[src/rtl/wiz_pkg.sv]
// Shared decode vocabulary: micro-op codes, immediate formats and RV32I major opcodes.
// Fetch-side generators and the decoder both import this package.
package wiz_pkg;

  typedef enum logic [4:0] {
    OP_LUI     = 5'd0,
    OP_ADD     = 5'd1,
    OP_SUB     = 5'd2,
    OP_ADDI    = 5'd3,
    OP_SLL     = 5'd4,
    OP_BEQ     = 5'd10,
    OP_AUIPC   = 5'd11,
    OP_JAL     = 5'd12,
    OP_JALR    = 5'd13,
    OP_BNE     = 5'd14,
    OP_BLT     = 5'd15,
    OP_BGE     = 5'd16,
    OP_BLTU    = 5'd17,
    OP_BGEU    = 5'd18,
    OP_SW      = 5'd20,
    OP_LW      = 5'd21,
    OP_ILLEGAL = 5'd31
  } op_e;

  typedef enum logic [2:0] {
    FMT_R = 3'd0,
    FMT_I = 3'd1,
    FMT_S = 3'd2,
    FMT_B = 3'd3,
    FMT_U = 3'd4,
    FMT_J = 3'd5
  } fmt_e;

  localparam logic [6:0] OPC_LUI   = 7'b0110111;
  localparam logic [6:0] OPC_AUIPC = 7'b0010111;
  localparam logic [6:0] OPC_JAL   = 7'b1101111;
  localparam logic [6:0] OPC_JALR  = 7'b1100111;
  localparam logic [6:0] OPC_BR    = 7'b1100011;
  localparam logic [6:0] OPC_LOAD  = 7'b0000011;
  localparam logic [6:0] OPC_STORE = 7'b0100011;
  localparam logic [6:0] OPC_OPIMM = 7'b0010011;
  localparam logic [6:0] OPC_OP    = 7'b0110011;

endpackage

[src/rtl/id_imm_gen.sv]
// Immediate generator: reassembles and sign-extends the immediate for a given format.
// The opcode bits are not needed here, so only instr[31:7] comes in.
module id_imm_gen
  import wiz_pkg::*;
(
  input  logic [31:7] instr,
  input  fmt_e        fmt,
  output logic [31:0] imm
);

  always_comb begin
    imm = '0;
    case (fmt)
      FMT_I:   imm = {{20{instr[31]}}, instr[31:20]};
      FMT_S:   imm = {{20{instr[31]}}, instr[31:25], instr[11:7]};
      FMT_B:   imm = {{19{instr[31]}}, instr[31], instr[7], instr[30:25], instr[11:8], 1'b0};
      FMT_U:   imm = {instr[31:12], 12'b0};
      FMT_J:   imm = {{11{instr[31]}}, instr[31], instr[19:12], instr[20], instr[30:21], 1'b0};
      default: imm = '0;
    endcase
  end

endmodule

[src/rtl/id_instr_decode.sv]
// Decode stage front end: cracks RV32I words into micro-ops and holds them in one
// ID register with valid/ready on both sides, flush, and a saturating illegal counter.
module id_instr_decode
  import wiz_pkg::*;
#(
  parameter int ILL_CNT_W = 8
) (
  input  logic                 i_clk,
  input  logic                 i_rst,
  input  logic                 i_valid,
  output logic                 o_ready,
  input  logic [31:0]          i_instr,
  input  logic [31:0]          i_pc,
  input  logic                 i_flush,
  output logic                 o_valid,
  input  logic                 i_ready,
  output logic [4:0]           o_op,
  output logic [4:0]           o_rd,
  output logic [4:0]           o_rs1,
  output logic [4:0]           o_rs2,
  output logic [31:0]          o_imm,
  output logic [31:0]          o_pc,
  output logic                 o_we,
  output logic                 o_illegal,
  output logic [ILL_CNT_W-1:0] o_ill_cnt
);

  function automatic logic [ILL_CNT_W-1:0] sat_inc(input logic [ILL_CNT_W-1:0] cnt);
    return (&cnt) ? cnt : cnt + 1'b1;
  endfunction

  logic [6:0]  opc;
  logic [2:0]  f3;
  logic [6:0]  f7;
  logic [4:0]  rd;
  op_e         op_d;
  fmt_e        fmt_d;
  logic        wr_d;
  logic [31:0] imm_d;
  logic        acc;

  op_e                 op_p0;
  logic [4:0]          rd_p0, rs1_p0, rs2_p0;
  logic [31:0]         imm_p0, pc_p0;
  logic                we_p0, ill_p0, vld_p0;
  logic [ILL_CNT_W-1:0] ill_cnt_p0;

  assign opc = i_instr[6:0];
  assign f3  = i_instr[14:12];
  assign f7  = i_instr[31:25];
  assign rd  = i_instr[11:7];

  always_comb begin
    op_d  = OP_ILLEGAL;
    fmt_d = FMT_R;
    wr_d  = 1'b0;
    case (opc)
      OPC_LUI:   begin op_d = OP_LUI;   fmt_d = FMT_U; wr_d = 1'b1; end
      OPC_AUIPC: begin op_d = OP_AUIPC; fmt_d = FMT_U; wr_d = 1'b1; end
      OPC_JAL:   begin op_d = OP_JAL;   fmt_d = FMT_J; wr_d = 1'b1; end
      OPC_JALR:  if (f3 == 3'b000) begin op_d = OP_JALR; fmt_d = FMT_I; wr_d = 1'b1; end
      OPC_LOAD:  if (f3 == 3'b010) begin op_d = OP_LW;   fmt_d = FMT_I; wr_d = 1'b1; end
      OPC_STORE: if (f3 == 3'b010) begin op_d = OP_SW;   fmt_d = FMT_S; end
      OPC_OPIMM: if (f3 == 3'b000) begin op_d = OP_ADDI; fmt_d = FMT_I; wr_d = 1'b1; end
      OPC_OP: begin
        wr_d = 1'b1;
        case ({f7, f3})
          {7'b0000000, 3'b000}: op_d = OP_ADD;
          {7'b0100000, 3'b000}: op_d = OP_SUB;
          {7'b0000000, 3'b001}: op_d = OP_SLL;
          default:              op_d = OP_ILLEGAL;
        endcase
      end
      OPC_BR: begin
        fmt_d = FMT_B;
        case (f3)
          3'b000:  op_d = OP_BEQ;
          3'b001:  op_d = OP_BNE;
          3'b100:  op_d = OP_BLT;
          3'b101:  op_d = OP_BGE;
          3'b110:  op_d = OP_BLTU;
          3'b111:  op_d = OP_BGEU;
          default: op_d = OP_ILLEGAL;
        endcase
      end
      default: op_d = OP_ILLEGAL;
    endcase
    // Illegal words carry no immediate and never write back.
    if (op_d == OP_ILLEGAL) begin
      fmt_d = FMT_R;
      wr_d  = 1'b0;
    end
  end

  id_imm_gen u_imm_gen (
    .instr (i_instr[31:7]),
    .fmt   (fmt_d),
    .imm   (imm_d)
  );

  assign o_ready = !vld_p0 || i_ready;
  assign acc     = i_valid && o_ready;

  // ID pipeline register (p0): flush beats accept, accept beats consume.
  always_ff @(posedge i_clk or posedge i_rst) begin
    if (i_rst) begin
      vld_p0     <= 1'b0;
      op_p0      <= OP_ILLEGAL;
      rd_p0      <= '0;
      rs1_p0     <= '0;
      rs2_p0     <= '0;
      imm_p0     <= '0;
      pc_p0      <= '0;
      we_p0      <= 1'b0;
      ill_p0     <= 1'b0;
      ill_cnt_p0 <= '0;
    end else if (i_flush) begin
      vld_p0 <= 1'b0;
    end else if (acc) begin
      vld_p0 <= 1'b1;
      op_p0  <= op_d;
      rd_p0  <= rd;
      rs1_p0 <= i_instr[19:15];
      rs2_p0 <= i_instr[24:20];
      imm_p0 <= imm_d;
      pc_p0  <= i_pc;
      we_p0  <= wr_d && (rd != 5'd0);
      ill_p0 <= (op_d == OP_ILLEGAL);
      if (op_d == OP_ILLEGAL) ill_cnt_p0 <= sat_inc(ill_cnt_p0);
    end else if (i_ready) begin
      vld_p0 <= 1'b0;
    end
  end

  assign o_valid   = vld_p0;
  assign o_op      = op_p0;
  assign o_rd      = rd_p0;
  assign o_rs1     = rs1_p0;
  assign o_rs2     = rs2_p0;
  assign o_imm     = imm_p0;
  assign o_pc      = pc_p0;
  assign o_we      = we_p0;
  assign o_illegal = ill_p0;
  assign o_ill_cnt = ill_cnt_p0;

endmodule

[config.mk]
export PLATFORM = sky130hd
export DESIGN_NAME = id_instr_decode
export DESIGN_NICKNAME = d
export VERILOG_FILES = /design/src/rtl/wiz_pkg.sv /design/src/rtl/id_imm_gen.sv /design/src/rtl/id_instr_decode.sv
export SDC_FILE = /design/constraint.sdc
export NUM_CORES = 1
export LEC_CHECK = 0
export ABC_AREA = 1
export BUFFER_PORTS_ARGS = -buffer_cell sky130_fd_sc_hd__clkbuf_2
export CORE_MARGIN = 3
export CORE_UTILIZATION = 51
export DETAILED_ROUTE_END_ITERATION = 8
export GPL_ROUTABILITY_DRIVEN = 1
export GPL_TIMING_DRIVEN = 0
export PLACE_DENSITY = 0.87
export SYNTH_ARGS = -nofsm -noshare
export SYNTH_HDL_FRONTEND = slang
export SYNTH_HIERARCHICAL = 1
export SYNTH_SLANG_ARGS = --single-unit
[constraint.sdc]
create_clock -name i_clk -period 4.22 [get_ports i_clk]
set_clock_uncertainty 0.05 [all_clocks]
set_input_delay 0.844 -clock i_clk [delete_from_list [all_inputs] [get_ports i_clk]]
set_output_delay 0.844 -clock i_clk [all_outputs]
set_load 0.02 [all_outputs]
==> metrics, run 1 <==
share of the synthesized area in the top cell type=46.9%; kind of end point of the critical path=flip-flop; leak pwr=3.63 nW; clock-pin slew reported for the worst setup and hold paths after clock tree synthesis=0.10 ns; final count of pins violating max slew=0; number of top-level design ports=165; Via Count=4700; Pint=1.40 mW; total global routing overflow=0; Max Clock Freq=337 MHz; final critical-path required period=2.97 ns; total power consumption of the routed design=2.12 mW; count of buffers from port buffering=164; Global Route Usage Sum=23.3%; count of antenna diodes in the layout=0; end of the worst register-to-register path=o_rs2[4]$_DFFE_PP0P_; combined area of all synthesized cells=0.00480 sq mm; die area=0.0106 sq mm; total number of yosys warnings=6; Worst Hold Class=reg2reg; layout-stage area growth over the synthesis result=24.4%; total detailed-routing wirelength=12.5 mm; Antenna Violating Nets Remaining=0; Finish-stage setup viols=0; syn_nets=708; P_sw=0.726 mW; largest cells by area after synthesis=dfrtp_1 47%, nand2_1 25%, nand3_1 6.5%; clock insertion delay at the later pin of the skew report=0.35 ns; switching share of power=34.2%; VDD IR max=196 uV; CP Data Arrival Time=3.18 ns; Iteration-0 DRC Markers=214; utilization of the core after routing=66.9%; number of distinct library cell variants in the gate-level netlist after synthesis=31; level count of the clock H-tree=3; share of the clock period used by the worst path=70.3%; vertical die dimension=103 um; hold_ws=0.425 ns; Hold EP=o_op[2]$_DFFE_PP1P_; average vias per placed instance=5.07; number of hold violations in the final report=0; share of power burned in combinational logic=22.7%; TritonCTS clock tree=built; clock buffers created by TritonCTS=9; Critical Path Source Type=input pin; post-synthesis area per instance=7.53 sq um; DRC violations left=0; cell type contributing the most total cell area after synthesis=dfrtp_1; share of post-route cells with drive strength above 1=29.3%; DR pass1 iterations=4; vias in the first global route=4294; max-cap violations=0; number of flip-flops and latches in the synthesized netlist=95; hold_buf cts=0; endpoint required time on the critical path=4.43 ns; FP Rows=34; hold path startpoint=o_op[2]$_DFFE_PP1P_; last weighted congestion value of the routability-driven placer=0.988; Chip Width=103 um; headroom to the max-slew limit=37.6%; crit-path max FO=10; Clock Tree Buf Depth=2; Flop pwr share=50.5%; PwrDens=355 mW/mm^2; proportion of synthesized chip area in sequential cells=49.6%; wire length per cell after detailed routing=13.5 um; number of cell instances on the worst register-to-register path=8; Setup Buffers After CTS=0; reg2reg start=o_valid$_DFFE_PP0P_; core area=0.00893 sq mm; number of antenna violations at the first check in global routing=0; Detailed Place HPWL=9.89 mm; crit path from=i_instr[13]; transition at the pin with the smallest max-transition slack=0.926 ns; Worst R2R Setup Slack=2.28 ns; wire length of the first global-routing pass=19.8 mm; clock root buffer master=clkbuf_8; type of the setup path with the least slack=in2reg; starting density of the core=53.8%; nets=884; part of the power in the clock network=26.7%; cells after synthesis=638; worst hold stages=2; setup repair after global routing missed its margin=no; number of resized instances in the post-cts repair step=0; status=finished, final reports clean; largest net degree at the start of global routing=54; number of clock sinks seen by CTS=95
[state kept, by name, summed over array words and instances, names as in the netlist]
register and flops:
o_op 5, o_rs2 5, o_rd 5, o_pc 32
o_valid 1, o_imm 32, o_rs1 5, o_ill_cnt 8
o_we 1, o_illegal 1
[how the worst max path moves through the flow]
| stage | end | slack [ns] |
|---|---|---|
| after floorplan | o_ill_cnt[0]$_DFFE_PP0P_ | 0.86 |
| after global placement | o_ill_cnt[3]$_DFFE_PP0P_ | -0.03 |
| after detailed placement | o_imm[8]$_DFFE_PP0P_ | 0.91 |
| after CTS | o_imm[8]$_DFFE_PP0P_ | 1.30 |
| after global routing | o_imm[8]$_DFFE_PP0P_ | 0.99 |
| final | o_imm[8]$_DFFE_PP0P_ | 1.25 |
[cells in the final DEF (no fill, tap or decap), drive strengths merged, types with 2 or more instances in the layout]
| cell | count |
|---|---|
| dfstp | 5 |
| o21ai | 9 |
| xor2 | 3 |
| clkbuf | 185 |
| clkinv | 2 |
| nand3 | 66 |
| xnor2 | 3 |
| dfrtp | 90 |
| nand2 | 320 |
| buf | 20 |
| inv | 42 |
| nand4 | 11 |
| a21oi | 5 |
| nor2 | 50 |
| a31oi | 3 |
[cell families after synthesis]
group           Yosys count  synth area share [%]
buf+inv                  68                  6.46
compound gates           20                  2.66
xor+xnor                  6                  1.09
simple gates            448                  39.9
fa+ha+maj                 1                 0.260
flops                    95                  49.6
[worst max-delay path, cell delays in order]
cell      delay (ns)
clkbuf_2        0.13
nor2_1          0.20
nand3_1         0.12
nor2_2          0.14
nand2_1         0.06
nand2_1         0.05
inv_1           0.05
nand2_1         0.08
nand2_1         0.14
a21oi_2         0.18
nor2_4          0.08
buf_6           0.15
nor2_1          0.14
buf_6           0.15
inv_2           0.04
buf_6           0.13
nand2_1         0.05
o21ai_1         0.06
inv_1           0.19
nor2_1          0.07
nand2_1         0.07
nand2_1         0.05
[routing by layer]
layer	routed length [um]	vias to the layer above	track usage, %
met4	191	0	6.67
met1	5330	2161	29.5
met3	954	18	5.14
li1	-	2341	-
met5	0	-	0
met2	6050	180	40.3
[area by class of cell]
| type | instances | area (sq um) |
|---|---|---|
| Buffer | 30 | 168 |
| Clock buffer | 10 | 128 |
| Clock inverter | 6 | 57.6 |
| Fill cell | 761 | 2960 |
| Inverter | 38 | 145 |
| Multi-Input combinational cell | 475 | 2110 |
| Sequential cell | 95 | 2380 |
| Tap cell | 108 | 135 |
| Timing Repair Buffer | 165 | 848 |
[Yosys cell counts, drive strengths merged]
| cell type | n |
|---|---|
| a211oi | 1 |
| nand2 | 320 |
| xor2 | 3 |
| nand4 | 11 |
| nor2 | 50 |
| o311ai | 1 |
| clkbuf | 11 |
| a21oi | 5 |
| dfrtp | 90 |
| nand3b | 1 |
| xnor2 | 3 |
| inv | 38 |
| a31oi | 3 |
| o21ai | 9 |
| buf | 19 |
| o211ai | 1 |
| dfstp | 5 |
| nand3 | 66 |
| ha | 1 |
[power by group through the flow]
stage	Sequential [mW]	Combinational (mW)	Clock [mW]
floorplan	1.20	0.172	0
global placement	1.08	0.471	0
detailed placement	1.09	0.488	0
CTS	1.07	0.488	0.580
global route	1.09	0.534	0.619
finish	1.07	0.482	0.567
[through the flow]
step / std cells / cell area, sq um / TNS [ns] / worst slack, ns
after detailed placement: 911 / 5790 / 0 / 0.906
after global placement: 910 / 5760 / -1.95 / -0.0268
after floorplan: 638 / 4800 / 0 / 0.857
after global routing: 927 / 5980 / 0 / 0.989
after CTS: 927 / 5980 / 0 / 1.30
final: 927 / 5980 / 0 / 1.25
Power figures use the tool's default switching activity.
==> run 2, diff against run 1 <==
==> constraint.sdc (replaced) <==
create_clock -name i_clk -period 3 [get_ports i_clk]
set_clock_uncertainty 0.05 [all_clocks]
set_input_delay 0.6 -clock i_clk [delete_from_list [all_inputs] [get_ports i_clk]]
set_output_delay 0.6 -clock i_clk [all_outputs]
set_load 0.02 [all_outputs]
==> run 2 against run 1 <==
Compared with the run above: utilization grew 0.25 points; critical path depth decreased by 2; sequential power increased by 41%; highest routed layer unchanged; total power grew 42%; flip-flop and latch count unchanged; sequential share of layout area is 0.15 points lower; critical path type unchanged; global-route usage grew 1.7 points; count of clock-buffer cells in the layout is the same; die area unchanged; final area up 0.38%; non-clock buffer count rose by 1; clock power increased by 45%.
==> metrics, run 2 (same netlist as run 1, synthesis figures left out) <==
nets=885; Detailed Place HPWL=10.3 mm; setup repair after global routing missed its margin=no; fin worst setup slack=0.267 ns; Worst R2R Setup Slack=1.02 ns; sum of negative setup slack=0 ns; share of post-route cells with drive strength above 1=29.5%; PwrDens=503 mW/mm^2; status=finished, final reports clean; number of antenna violations at the first check in global routing=0; Worst Hold Class=in2async; placed inst area=0.00580 sq mm; worst setup slack after placement=-0.163 ns; number of top-level design ports=165; Chip Width=103 um; total global routing overflow=0; Clock Tree Buf Depth=2; hold_buf cts=0; Via Count=4715; DR pass1 iterations=4; most common library cell in the layout ignoring fill and taps=nand2_1; clock insertion delay at the later pin of the skew report=0.38 ns; wire length per cell after detailed routing=14.4 um; count of antenna diodes in the layout=0; die area=0.0106 sq mm; VDD IR max=257 uV; average vias per placed instance=5.08; Finish-stage setup viols=0; final count of pins violating max slew=0; vias in the first global route=4362; level count of the clock H-tree=3; Critical Path Source Type=input pin; final critical-path required period=2.73 ns; leak pwr=3.63 nW; Global Route Usage Sum=25.1%; largest net degree at the start of global routing=46; clock buffers created by TritonCTS=9; Design Area, Final=0.00600 sq mm; vertical die dimension=103 um; most used cells in the layout excluding fill and tap cells=315 x nand2_1, 164 x clkbuf_2, 90 x dfrtp_1; number of clock sinks seen by CTS=95; total detailed-routing wirelength=13.4 mm; FP Rows=34; count of buffers from port buffering=164; kind of end point of the critical path=flip-flop; Filler Cells Inserted=777; wire length of the first global-routing pass=20.9 mm; TritonCTS clock tree=built; CP Data Arrival Time=2.95 ns; headroom to the max-slew limit=34.2%; total power consumption of the routed design=3.02 mW; starting density of the core=53.8%; endpoint required time on the critical path=3.22 ns; clock-pin slew reported for the worst setup and hold paths after clock tree synthesis=0.10 ns; transition at the pin with the smallest max-transition slack=0.976 ns; last weighted congestion value of the routability-driven placer=0.888; type of the setup path with the least slack=in2reg; layout-stage area growth over the synthesis result=24.8%; Antenna Violating Nets Remaining=0; share of the clock period used by the worst path=91.1%; crit-path max FO=10; clock root buffer master=clkbuf_8; max-cap violations=0; Max Clock Freq=366 MHz; number of hold violations in the final report=0; Iteration-0 DRC Markers=258; DRC violations left=0; core area=0.00893 sq mm
run 2: changes by cell type in the layout (fill, tap and decap cells not counted), sizes merged:
cell,delta
buf,+1
clkinvlp,+1
inv,-1
run 2: what timing repair did:
item                       CTS  global route
setup buffers                0             0
setup endpoints to repair    0             4
gates resized for setup      0             2
run 2: worst paths after layout:
check	start	to	depth (start not counted)
min reg2reg	o_pc[12]$_DFFE_PP0P_	o_pc[12]$_DFFE_PP0P_	2
min	i_rst	o_pc[14]$_DFFE_PP0P_	2
max	i_instr[13]	o_imm[21]$_DFFE_PP0P_	20
min in group i_clk	i_flush	o_valid$_DFFE_PP0P_	2
max in group asynchronous	i_rst	o_op[2]$_DFFE_PP1P_	3
max reg2reg	o_valid$_DFFE_PP0P_	o_rs1[1]$_DFFE_PP0P_	7
run 2: worst max-delay path, cell delays in order:
cell	delay, ns
clkbuf_2	0.13
nor2_1	0.23
nand3_1	0.12
nor2_2	0.14
nand2_1	0.07
nand2_1	0.05
inv_1	0.04
nand2_1	0.07
nand2_1	0.14
a21oi_2	0.19
nor2_4	0.08
buf_6	0.15
nor2_1	0.12
buf_6	0.15
inv_2	0.05
nand4_1	0.09
buf_2	0.25
nand3_1	0.12
nand2_1	0.09
nand2_1	0.05
run 2: metrics by stage:
stage               hold slack [ns]  utilization, %  cells
floorplan                     0.451               -    638
global placement              0.403            64.5    910
detailed placement            0.408            65.0    912
CTS                          0.0916            67.0    928
global route                 0.0992            67.1    928
finish                       0.0962            67.1    928
run 2: cell type report:
cell class                      instances  area (sq um)  area share (%)
Multi-Input combinational cell        475          2120            35.3
Buffer                                 30           168            2.80
Clock inverter                          6          57.6           0.960
Inverter                               38           146            2.44
Clock buffer                           10           128            2.13
Sequential cell                        95          2380            39.7
Tap cell                              108           135            2.25
Timing Repair Buffer                  166           861            14.4
run 2: where the power goes:
part           leakage (nW)  internal [mW]  switching [mW]
clock                0.0953          0.323           0.501
combinational          2.31          0.226           0.462
sequential             1.23           1.42          0.0899
run 2: layer usage:
layer | share of wire (%) | track usage, %
met5 | 0 | 0
met4 | 1.5 | 8.57
met3 | 6.7 | 4.19
met2 | 49 | 42.8
met1 | 43 | 32.3
